===== src/rtl/param_control_unit.sv =====
// Multi-cycle control unit: fetch handshake -> decode -> execute -> writeback/memory wait.
// Optional macro MEM_TIMEOUT_EN adds a memory-wait timeout (err pulse, abort to FETCH).
module param_control_unit #(
    parameter int INST_W   = 16,
    parameter int OPC_W    = 4,
    parameter int REG_AW   = 4,
    parameter int ALU_OP_W = 5,
    parameter int OFFS_W   = 10,
    parameter int MEM_TO   = 15
) (
    input  logic                clk,
    input  logic                rst,
    input  logic [INST_W-1:0]   inst,
    input  logic                inst_valid,
    output logic                inst_ready,
    input  logic                stall,
    input  logic                zero_flag,
    input  logic                mem_ack,
    output logic [REG_AW-1:0]   src_reg,
    output logic [REG_AW-1:0]   dst_reg,
    output logic [REG_AW-1:0]   wr_reg,
    output logic                wr_en,
    output logic [ALU_OP_W-1:0] alu_op,
    output logic                mem_rd,
    output logic                mem_wr,
    output logic                pc_inc,
    output logic                en_pc_2,
    output logic                branch_en,
    output logic [OFFS_W-1:0]   pc_offset,
    output logic [2:0]          fsm_state,
    output logic                err
);

    typedef enum logic [2:0] {
        S_FETCH  = 3'd0,
        S_DECODE = 3'd1,
        S_EXEC   = 3'd2,
        S_WB     = 3'd3,
        S_MEMW   = 3'd4
    } state_t;

    localparam int N = 2 ** OPC_W;
    localparam logic [OPC_W-1:0] OPC_LOAD   = OPC_W'(N - 4);
    localparam logic [OPC_W-1:0] OPC_STORE  = OPC_W'(N - 3);
    localparam logic [OPC_W-1:0] OPC_BRANCH = OPC_W'(N - 2);
    localparam logic [OPC_W-1:0] OPC_JUMP   = OPC_W'(N - 1);

    state_t state, next_state;
    logic [INST_W-1:0] ir;
    logic [OPC_W-1:0]  opc;
    logic is_nop, is_alu, is_load, is_store, is_branch, is_jump;
    logic accept, timeout, pc_step, taken;

    assign opc       = ir[INST_W-1 -: OPC_W];
    assign is_nop    = (opc == '0);
    assign is_load   = (opc == OPC_LOAD);
    assign is_store  = (opc == OPC_STORE);
    assign is_branch = (opc == OPC_BRANCH);
    assign is_jump   = (opc == OPC_JUMP);
    assign is_alu    = !is_nop && (opc < OPC_LOAD);

    // Handshake: an instruction transfers in any cycle where inst_valid && inst_ready;
    // inst_ready is only offered in FETCH and never while stalled.
    assign accept = (state == S_FETCH) && inst_valid && !stall;

`ifdef MEM_TIMEOUT_EN
    localparam int CNT_W = ($clog2(MEM_TO + 1) > 4) ? $clog2(MEM_TO + 1) : 4;
    logic [CNT_W-1:0] mem_cnt;

    always_ff @(posedge clk or posedge rst) begin
        if (rst)
            mem_cnt <= '0;
        else if (state == S_MEMW)
            mem_cnt <= mem_cnt + 1'b1;
        else
            mem_cnt <= '0;
    end

    // Fires in the last permitted MEMW cycle; a simultaneous mem_ack takes precedence.
    assign timeout = (state == S_MEMW) && !mem_ack && (mem_cnt == CNT_W'(MEM_TO - 1));
`else
    assign timeout = 1'b0;
`endif

    always_ff @(posedge clk or posedge rst) begin
        if (rst) begin
            state <= S_FETCH;
            ir    <= '0;
        end else begin
            state <= next_state;
            if (accept)
                ir <= inst;
        end
    end

    always_comb begin
        next_state = state;
        case (state)
            S_FETCH:  if (accept) next_state = S_DECODE;
            S_DECODE: begin
                if (stall)       next_state = S_DECODE;
                else if (is_nop) next_state = S_FETCH;
                else             next_state = S_EXEC;
            end
            S_EXEC: begin
                if (is_alu)                    next_state = S_WB;
                else if (is_load || is_store)  next_state = S_MEMW;
                else                           next_state = S_FETCH;
            end
            S_MEMW: begin
                if (mem_ack)      next_state = is_load ? S_WB : S_FETCH;
                else if (timeout) next_state = S_FETCH;
                else              next_state = S_MEMW;
            end
            S_WB:     next_state = S_FETCH;
            default:  next_state = S_FETCH;
        endcase
    end

    // Every instruction ends in exactly one cycle whose successor is FETCH.
    assign pc_step = (state != S_FETCH) && (next_state == S_FETCH);
    assign taken   = is_jump || (is_branch && zero_flag);

    always_comb begin
        inst_ready = 1'b0;
        wr_en      = 1'b0;
        mem_rd     = 1'b0;
        mem_wr     = 1'b0;
        pc_inc     = 1'b0;
        en_pc_2    = 1'b0;
        branch_en  = 1'b0;
        err        = 1'b0;
        src_reg    = '0;
        dst_reg    = '0;
        wr_reg     = '0;
        alu_op     = '0;
        pc_offset  = '0;
        fsm_state  = '0;
        if (!rst) begin
            inst_ready = (state == S_FETCH) && !stall;
            wr_en      = (state == S_WB);
            mem_rd     = (state == S_MEMW) && is_load;
            mem_wr     = (state == S_MEMW) && is_store;
            pc_inc     = pc_step;
            branch_en  = pc_step && taken;
            en_pc_2    = pc_step && !taken;
            err        = timeout;
            dst_reg    = ir[INST_W-OPC_W-1 -: REG_AW];
            src_reg    = ir[INST_W-OPC_W-REG_AW-1 -: REG_AW];
            wr_reg     = ir[INST_W-OPC_W-1 -: REG_AW];
            alu_op     = is_alu ? ALU_OP_W'(opc) : '0;
            pc_offset  = ir[OFFS_W-1:0];
            fsm_state  = state;
        end
    end

endmodule

===== config.mk =====
export PLATFORM = sky130hd
export DESIGN_NAME = param_control_unit
export DESIGN_NICKNAME = d
export VERILOG_FILES = /design/src/rtl/param_control_unit.sv
export SDC_FILE = /design/constraint.sdc
export NUM_CORES = 1
export LEC_CHECK = 0
export ABC_AREA = 1
export BUFFER_PORTS_ARGS = -buffer_cell sky130_fd_sc_hd__buf_4
export CAP_MARGIN = 5
export CELL_PAD_IN_SITES_DETAIL_PLACEMENT = 0
export CELL_PAD_IN_SITES_GLOBAL_PLACEMENT = 1
export CORE_AREA = 2 2 63 65
export CTS_CLUSTER_SIZE = 12
export DETAILED_ROUTE_END_ITERATION = 8
export DIE_AREA = 0 0 65 67
export PLACE_DENSITY_LB_ADDON = 0.1
export SLEW_MARGIN = 20
export SYNTH_ARGS = -nofsm -noshare
export SYNTH_HDL_FRONTEND = slang
export SYNTH_SLANG_ARGS = --single-unit

===== constraint.sdc =====
create_clock -name clk -period 1.9 [get_ports clk]
set_input_delay 0 -clock clk [delete_from_list [all_inputs] [get_ports clk]]
set_output_delay 0 -clock clk [all_outputs]
set_load 0.005 [all_outputs]

==> results.ini, run 1 <==
[setup_path]
critPathLaunchType = flop
r2r-start = state[1]
end_kind = primary output
cp_slowest_cell = dfrtp_1
cp.arrival_ps = 1570
ff2ff_path_depth = 5
critPathKind = flop to primary output
r2r_end = ir[1]
setup.reg_to_reg.worst_slack_ps = 540
required_ps = 1900
crit_fanout = 5
cpPeakStageDelay_ps = 450
path_cells = nor2_2 -> nand2_2 -> nand2_2 -> nor2_2 -> nor2_4 -> nand3_2 -> nor3_1 -> buf_4

[pwr]
p_seq_share_pct = 36.1
p_clk_share_pct = 14.3
swShare_pct = 37.6
switchingPower_mw = 0.714
max-vdd-ir-drop_v = 0.000490
power.total_mw = 1.90
p_comb_share_pct = 49.6
power_leakage_nw = 0.921
internal_power_mw = 1.19
pwr_density_cell_nw_per_um2 = 1100

[cts]
clk_pin_slew_worst_paths_ps = 70
cts_buffer_depth = 2
cts_resized = 0
clk_latency_ps = 250
htreeDepth = 1
numCtsBuffers = 3
cts_tree = done
clock-sinks = 19
post_cts_buffers = 0
cts-root-buf = clkbuf_8

[hold_path]
whs_endpoint = state[2]
hold_path_startpoint = mem_ack
min_path_type = input pin to flop
hold_path_depth = 3

[synth]
synth_top_area_cell = dfrtp_1
ys_top_cells_by_count = 24 x inv_1, 24 x nand2_1, 19 x dfrtp_1, 19 x nor2_1
synthCells = 153
synth_edf_count = 0
synthArstFlopShare_pct = 100
synth-warning-count = 0
seq_area_frac_synth_pct = 42.0
synth_cell_types = 20
synth_top_area_share_pct = 42.0
synth_ff_type = dfrtp_1
netlist_area_um2 = 1130
synth_seq_cells = 19
syn_area_per_cell_um2 = 7.39
netlist_top_cells_area = dfrtp_1 42%, buf_4 10%, inv_1 8.0%

[finish]
syn_to_final_growth_pct = 52.7
final_layout_size_suffix_gt1_share_pct = 35.2
fin_nets = 239
nFillCells = 369
diodes = 0

[grt]
grt_start_max_net_pins = 32
grt.overflow.total = 0
grt_usage_pct = 12.2
grt_pass1_vias = 959
antenna_found_initial = 0
grt_first_pass_wirelength_um = 4130

[route]
vias_per_cell = 4.16
ant_nets = 0
drt_drc_violations_left = 0
drt_pre_antenna_iters = 4
dr_total_vias = 1099
drt-total-wl_um = 2660
first_iter_violations = 43
wl_per_cell_um = 10.1

[placed_design]
place_congestion = 0.814
dp_slack_ps = 523
dp.final_hpwl_um = 1920
io_buffers = 57

[sta]
hold_viol = 0
rsz0062_at_grt = no
period_minus_slack_ps = 1570
finalMaxSlewViolations = 0
fmax_mhz = 639
final.setup.tns_ps = 0
setup_ws_ps = 334
setup_viol = 0
clock_skew_ps = 4.87
post-route-period-util_pct = 82.4

[run]
drv_cap = 0

[floorplanning]
die_h_um = 67
ios = 60
die_w_um = 65
initial_core_util_pct = 31.4
dieArea_um2 = 4360
rows = 22
coreArea_um2 = 3610

[outcome]
outcome = finished clean

==> power by group through the flow <==
stage	Clock [mW]	Sequential [mW]	Combinational [mW]
2_1_floorplan	0	0.673	0.631
3_3_place_gp	0	0.694	0.922
3_5_place_dp	0	0.695	0.928
4_1_cts	0.286	0.689	0.959
5_1_grt	0.300	0.703	1.07
6_report	0.271	0.687	0.943
==> metal layers <==
layer / track usage [%] / vias up / share of wire (%)
met5: 0 / - / 0
met4: 0.798 / 0 / 0
met3: 3.04 / 0 / 6.1
met2: 21.1 / 37 / 48
met1: 16.0 / 483 / 46
li1: - / 579 / -
==> registers in the layout, indices dropped and copies added (netlist names) <==
register  flops
ir           16
state         3
==> placed cells by master, fill, tap and decap left out, drive strengths merged <==
cell         netlist  routed
dfrtp             19      19
a21oi              1       1
nor2              24      24
nand3              9       9
nor3               8       8
nand4              1       1
o21ai             15      15
or2                1       1
clkbuf             2       3
nand2             28      28
conb               1       2
dlygate4sd3        0      17
inv               27      27
nor4               1       1
nand3b             1       1
buf               15      58
clkinv             0       1
==> worst max path at each step <==
stage                     startpoint  endpoint  slack, ps  depth (start not counted)
final                         ir[12]   en_pc_2        330                          8
after floorplan             state[1]     ir[4]        830                          6
after global routing          ir[12]   en_pc_2        200                          8
after detailed placement    state[1]     ir[3]        520                          5
after CTS                     ir[12]   en_pc_2        310                          8
after global placement      state[1]     ir[2]        560                          5
==> cells by family after synthesis <==
| group | share of synthesized area [%] |
|---|---|
| buffers and inverters | 19.6 |
| AO/OA/AOI/OAI | 7.08 |
| AND/OR/NAND/NOR | 31.0 |
| other | 0.332 |
| flip-flops | 42.0 |
==> worst max-delay path, delay by kind of cell (launching register included) <==
kind	cells	cell delay, ps
flip-flops	1	450
buffers and inverters	1	130
AND/OR/NAND/NOR	7	730
==> area by class of cell <==
type | instances | area, um^2 | area share, %
Inverter | 27 | 101 | 5.87
Sequential cell | 19 | 475 | 27.5
Timing Repair Buffer | 75 | 606 | 35.1
Clock buffer | 3 | 41.3 | 2.39
Multi-Input combinational cell | 91 | 438 | 25.4
Tap cell | 48 | 60.1 | 3.48
Clock inverter | 1 | 5.00 | 0.290
==> repair_timing <==
item	4_1_cts	5_1_grt
endpoints found under the setup margin	0	0
endpoints found under the hold margin	35	0
hold buffers	17	0
==> per-stage QoR <==
stage	hold slack [ps]	instance area (um^2)	utilization [%]	std cells
global route	54.2	1730	47.9	264
detailed placement	218	1510	41.9	243
floorplan	-31.5	1130	-	154
global placement	211	1510	41.9	243
CTS	16.3	1730	47.9	264
finish	23.3	1730	47.9	264
(Power assumes the default switching activity.)
==> inputs of run 2 (changes only) <==
--- a/config.mk
+++ b/config.mk
@@ -10,10 +10,10 @@
 export CAP_MARGIN = 5
 export CELL_PAD_IN_SITES_DETAIL_PLACEMENT = 0
 export CELL_PAD_IN_SITES_GLOBAL_PLACEMENT = 1
-export CORE_AREA = 2 2 63 65
+export CORE_AREA = 2 2 65 67
 export CTS_CLUSTER_SIZE = 12
 export DETAILED_ROUTE_END_ITERATION = 8
-export DIE_AREA = 0 0 65 67
+export DIE_AREA = 0 0 67 69
 export PLACE_DENSITY_LB_ADDON = 0.1
 export SLEW_MARGIN = 20
 export SYNTH_ARGS = -nofsm -noshare
==> constraint.sdc (replaced) <==
create_clock -name clk -period 1.62 [get_ports clk]
set_input_delay 0 -clock clk [delete_from_list [all_inputs] [get_ports clk]]
set_output_delay 0 -clock clk [all_outputs]
set_load 0.005 [all_outputs]
==> run 2 against run 1 <==
  * Wire length up 13%
  * Worst setup slack lost 250 ps
  * Critical path type unchanged
  * Clock skew shrank 1.0 ps
  * Critical endpoint unchanged
  * Clock-buffer cell count increased by 1
  * Sequential share of layout area decreased by 0.82 points
  * Critical path depth fell by 2
  * Worst hold slack got worse by 4.4 ps
  * Sequential power grew 19%
  * Die area is 6.2% higher
  * Global-route usage up 1.4 points
==> results.ini, run 2 (synthesis gave the netlist of run 1 again) <==
[outcome]
outcome = finished clean

[finish]
top_register = ir
syn_to_final_growth_pct = 57.7
final_common_cell = buf_4
biggestRegsByFlops = ir x16, state x3
postLayoutCoreUtil_pct = 45.6
fin_nets = 241
largest_reg_flops = 16
diodes = 0
final_layout_size_suffix_gt1_share_pct = 37.2
stdcell_count = 268
final_cell_mix = 59 x buf_4, 24 x inv_1, 24 x nand2_1
fin_area_um2 = 1780

[setup_path]
ff2ff_path_depth = 6
critPathLaunchType = flop
cp.arrival_ps = 1540
critPathKind = flop to primary output
crit_fanout = 4
setup.reg_to_reg.worst_slack_ps = 340
r2r_end = ir[14]
r2r-start = state[1]
end_kind = primary output
required_ps = 1620

[grt]
grt_usage_pct = 13.5
grt.overflow.total = 0
grt_first_pass_wirelength_um = 4820
grt_pass1_vias = 1074
antenna_found_initial = 0
grt_start_max_net_pins = 24

[placed_design]
dpl_cell_area_um2 = 1530
dp_cells = 246
io_buffers = 57
dp.final_hpwl_um = 2140
place_congestion = 0.710

[floorplanning]
coreArea_um2 = 3910
die_h_um = 69
die_w_um = 67
initial_core_util_pct = 28.9
dieArea_um2 = 4620
rows = 23
ios = 60

[pwr]
power.total_mw = 2.36
power_leakage_nw = 0.935
pwr_density_cell_nw_per_um2 = 1320
max-vdd-ir-drop_v = 0.000471

[route]
drt_pre_antenna_iters = 4
wl_per_cell_um = 11.2
ant_nets = 0
drt_drc_violations_left = 0
vias_per_cell = 4.26
dr_total_vias = 1143
drt-total-wl_um = 2990
first_iter_violations = 50

[sta]
finalMaxSlewViolations = 0
timing.hold.ws_ps = 18.9
setup_viol = 0
post-route-period-util_pct = 95.0
clock_skew_ps = 3.85
period_minus_slack_ps = 1540
hold_viol = 0
rsz0062_at_grt = yes
fmax_mhz = 650

[hold_path]
hold_path_startpoint = mem_ack
min_path_type = input pin to flop
hold_path_depth = 3
whs_endpoint = state[2]

[cts]
cts_tree = done
clock-sinks = 19
htreeDepth = 1
cts_buffer_depth = 2
clk_latency_ps = 260
cts-root-buf = clkbuf_8
numCtsBuffers = 3
clk_pin_slew_worst_paths_ps = 70

[run]
drv_cap = 0

==> run 2: metrics by stage <==
step	setup TNS (ps)	setup WS, ps
finish	0	81.2
global route	-45.2	-21.5
CTS	0	35.2
detailed placement	0	248
global placement	0	275
floorplan	0	547
==> run 2: what timing repair did <==
item                                    in CTS  in global routing
pin swaps                                    1                  0
gates resized for setup                      2                  4
hold endpoints to repair                    35                  0
endpoints found under the setup margin       2                  2
hold buffers                                17                  0
buffers inserted                             0                  1
==> run 2: area by class of cell <==
type	instances	area, um^2
fill	423	2130
timing repair buffer	77	633
sequential	19	477
multi-input combinational	91	465
inverter	27	101
tap	50	62.6
clock buffer	4	45.0
==> run 2: layer usage <==
layer,GRT usage [%],wire [um],vias up
met1,16.8,1250,512
met4,5.44,49,0
met2,22.9,1510,40
met5,0,0,-
met3,2.12,178,5
li1,-,-,586
==> run 2: worst max path at each step <==
stage	start	to	slack (ps)	cells past startpoint
floorplan	state[1]	ir[4]	550	6
global placement	ir[12]	en_pc_2	280	8
detailed placement	ir[12]	en_pc_2	250	8
CTS	ir[12]	en_pc_2	40	8
global route	ir[15]	branch_en	-20	8
finish	state[1]	en_pc_2	80	6
==> run 2: worst max-delay path, stage by stage (launching register included) <==
cell and delay (ps):
dfrtp_1 430, nor2_4 170, nand2_2 90, or2_1 230
nand3_1 160, nor3_2 70, buf_4 140
==> run 2: power breakdown <==
part	internal (mW)	leakage [nW]	switching (mW)	total [mW]
Sequential	0.688	0.236	0.128	0.816
Clock	0.175	0.0228	0.159	0.334
Combinational	0.587	0.676	0.621	1.21
==> inputs of run 3 (changes only) <==
--- a/config.mk
+++ b/config.mk
@@ -5,15 +5,15 @@
 export SDC_FILE = /design/constraint.sdc
 export NUM_CORES = 1
 export LEC_CHECK = 0
-export ABC_AREA = 1
+export ABC_AREA = 0
 export BUFFER_PORTS_ARGS = -buffer_cell sky130_fd_sc_hd__buf_4
 export CAP_MARGIN = 5
 export CELL_PAD_IN_SITES_DETAIL_PLACEMENT = 0
 export CELL_PAD_IN_SITES_GLOBAL_PLACEMENT = 1
-export CORE_AREA = 2 2 65 67
+export CORE_AREA = 2 2 63 65
 export CTS_CLUSTER_SIZE = 12
 export DETAILED_ROUTE_END_ITERATION = 8
-export DIE_AREA = 0 0 67 69
+export DIE_AREA = 0 0 65 67
 export PLACE_DENSITY_LB_ADDON = 0.1
 export SLEW_MARGIN = 20
 export SYNTH_ARGS = -nofsm -noshare
==> constraint.sdc (replaced) <==
create_clock -name clk -period 1.62 [get_ports clk]
set_input_delay 0.162 -clock clk [delete_from_list [all_inputs] [get_ports clk]]
set_output_delay 0.162 -clock clk [all_outputs]
set_load 0.005 [all_outputs]
==> run 3 against run 2 <==
  * The run now ends with negative setup slack left
  * Clock skew shrank 1.0 ps
  * Non-clock buffer count shrank 6
  * Critical path depth shrank 1
  * Final cell count shrank 19%
  * Die area shrank 5.8%
  * Sequential cell count is the same
  * Final area shrank 4.6%
  * Synthesized cell count shrank 28%
  * Critical path type unchanged
  * Critical endpoint is now branch_en
  * Highest routed layer unchanged
==> results.ini, run 3 <==
[sta]
setup_ws_ps = -303
hold_viol = 0
post-route-period-util_pct = 119
rsz0062_at_grt = yes
clock_skew_ps = 2.85
fmax_mhz = 520
finalMaxSlewViolations = 0
setup_viol = 3
period_minus_slack_ps = 1920

[finish]
biggestRegsByFlops = ir x16, state x3
top_register = ir
diodes = 0
fin_area_um2 = 1700
final_cell_mix = 69 x buf_4, 19 x dfrtp_1, 16 x mux2_2
syn_to_final_growth_pct = 48.7
nFillCells = 371
stdcell_count = 218
final_common_cell = buf_4
fin_nets = 193
postLayoutCoreUtil_pct = 47.2
final_layout_size_suffix_gt1_share_pct = 59.4
largest_reg_flops = 16

[setup_path]
cpPeakStageDelay_ps = 550
cp.arrival_ps = 1760
crit_fanout = 3
end_kind = primary output
critPathKind = flop to primary output
path_cells = or4_4 -> a32oi_2 -> nand4_2 -> nor3_2 -> buf_4
critPathLaunchType = flop
required_ps = 1460
cp_slowest_cell = or4_4

[grt]
grt_first_pass_wirelength_um = 4210
grt_usage_pct = 12.7
grt.overflow.total = 0
grt_start_max_net_pins = 15
antenna_found_initial = 0
grt_pass1_vias = 936

[synth]
post_synth_mux_area_share_pct = 15.7
netlist_area_um2 = 1140
synth-warning-count = 0
synth_ff_type = dfrtp_1
synth-simple-area-share_pct = 27.5
synthArstFlopShare_pct = 100
synth_cell_types = 32
synth_most_common_cell = dfrtp_1
synth_xor_area_share_pct = 0
synth_top_family_by_area = simple AND/OR/NAND/NOR gates
synth_top_area_share_pct = 41.5
synth_seq_cells = 19
syn_area_per_cell_um2 = 10.4
synthAdderAreaFrac_pct = 0
synth_edf_count = 0
synth_top_area_cell = dfrtp_1
synthCells = 110
netlist_top_cells_area = dfrtp_1 42%, mux2_2 16%, nor2b_1 8.2%
ys_top_cells_by_count = 19 x dfrtp_1, 16 x mux2_2, 15 x nor2b_1
synth_compound_area_share_pct = 4.26
seq_area_frac_synth_pct = 41.5

[cts]
htreeDepth = 1
clock-sinks = 19
hold_buffers = 0
cts-root-buf = clkbuf_8
clk_latency_ps = 250
cts_buffer_depth = 2
clk_pin_slew_worst_paths_ps = 70
numCtsBuffers = 3
cts_tree = done

[floorplanning]
dieArea_um2 = 4360
die_h_um = 67
coreArea_um2 = 3610
rows = 22
die_w_um = 65
ios = 60
initial_core_util_pct = 31.7

[pwr]
internal_power_mw = 1.68
p_comb_share_pct = 54.2
p_clk_share_pct = 13.1
switchingPower_mw = 0.818
max-vdd-ir-drop_v = 0.000579
power_leakage_nw = 0.844
swShare_pct = 32.7
pwr_density_cell_nw_per_um2 = 1470
p_seq_share_pct = 32.7

[hold_path]
min_path_type = input pin to asynchronous set/reset pin

[run]
drv_cap = 0

[placed_design]
dpl_cell_area_um2 = 1620
dp_cells = 213
io_buffers = 57
dp.final_hpwl_um = 2200
place_congestion = 0.811

[route]
drt_pre_antenna_iters = 4
dr_total_vias = 999
drt_drc_violations_left = 0
first_iter_violations = 25
drt-total-wl_um = 2710
vias_per_cell = 4.58
ant_nets = 0
wl_per_cell_um = 12.4

[outcome]
outcome = complete, but fails checks
violations = negative setup slack

## run 3: logic make-up after synthesis
kind of cell / count (synthesis)
AND/OR/NAND/NOR: 49
flip-flops: 19
buffers and inverters: 19
multiplexers: 16
AO/OA/AOI/OAI: 6
other: 1
## run 3: path summary, 6_finish.rpt
check / from / endpoint / slack [ps] / depth (start not counted)
worst min-delay path: rst / ir[11] / 70 / 3
min in group clk: inst[10] / ir[10] / 140 / 2
max in group asynchronous: rst / state[0] / 1370 / 3
worst max register to register: state[0] / ir[12] / 190 / 5
worst min register to register: ir[7] / ir[7] / 500 / 1
worst max-delay path: ir[12] / branch_en / -300 / 5
## run 3: final cells by class
| class | instances | area (um^2) | area share (%) |
|---|---|---|---|
| flip-flops and latches | 19 | 475 | 27.9 |
| inverters | 3 | 11.3 | 0.661 |
| multi-input cells | 73 | 569 | 33.4 |
| clock buffers | 3 | 41.3 | 2.42 |
| clock inverters | 1 | 5.00 | 0.294 |
| repair buffers | 71 | 541 | 31.7 |
| well taps | 48 | 60.1 | 3.53 |
## run 3: metrics by stage
stage / setup WS, ps / power, mW / hold slack (ps) / setup TNS, ps
floorplan: 74.9 / 1.58 / 312 / 0
global placement: -13.4 / 2.12 / 370 / -13.4
detailed placement: -67.6 / 2.14 / 355 / -85.1
CTS: -329 / 2.50 / 79.9 / -861
global route: -446 / 2.69 / 92.8 / -1210
finish: -303 / 2.50 / 66.0 / -805
## run 3: repair_timing
item,4_1_cts,5_1_grt
cloned,0,0
setup buffers,1,1
resized for setup,1,5
hold endpoints to repair,0,0
pin swaps,3,1
setup endpoints to repair,3,5
## run 3: power by group through the flow
stage,Clock (mW),Combinational [mW],Sequential [mW]
2_1_floorplan,0,0.746,0.836
3_3_place_gp,0,1.30,0.817
3_5_place_dp,0,1.32,0.828
4_1_cts,0.340,1.34,0.818
5_1_grt,0.366,1.47,0.854
6_report,0.328,1.36,0.818
## run 3: metal layers
| layer | vias up | global-route usage (%) | part of all wire (%) |
|---|---|---|---|
| met4 | 0 | 3.99 | 0.44 |
| met1 | 480 | 16.1 | 45 |
| met5 | - | 0 | 0 |
| li1 | 483 | - | - |
| met2 | 34 | 21.6 | 48 |
| met3 | 2 | 2.53 | 6.3 |
## run 3: critical path: cells and delay by family, from the launching register on
kind / cells / cell delay, ps
simple gates: 3 / 830
flops: 1 / 380
compound gates: 1 / 180
buf+inv: 1 / 130
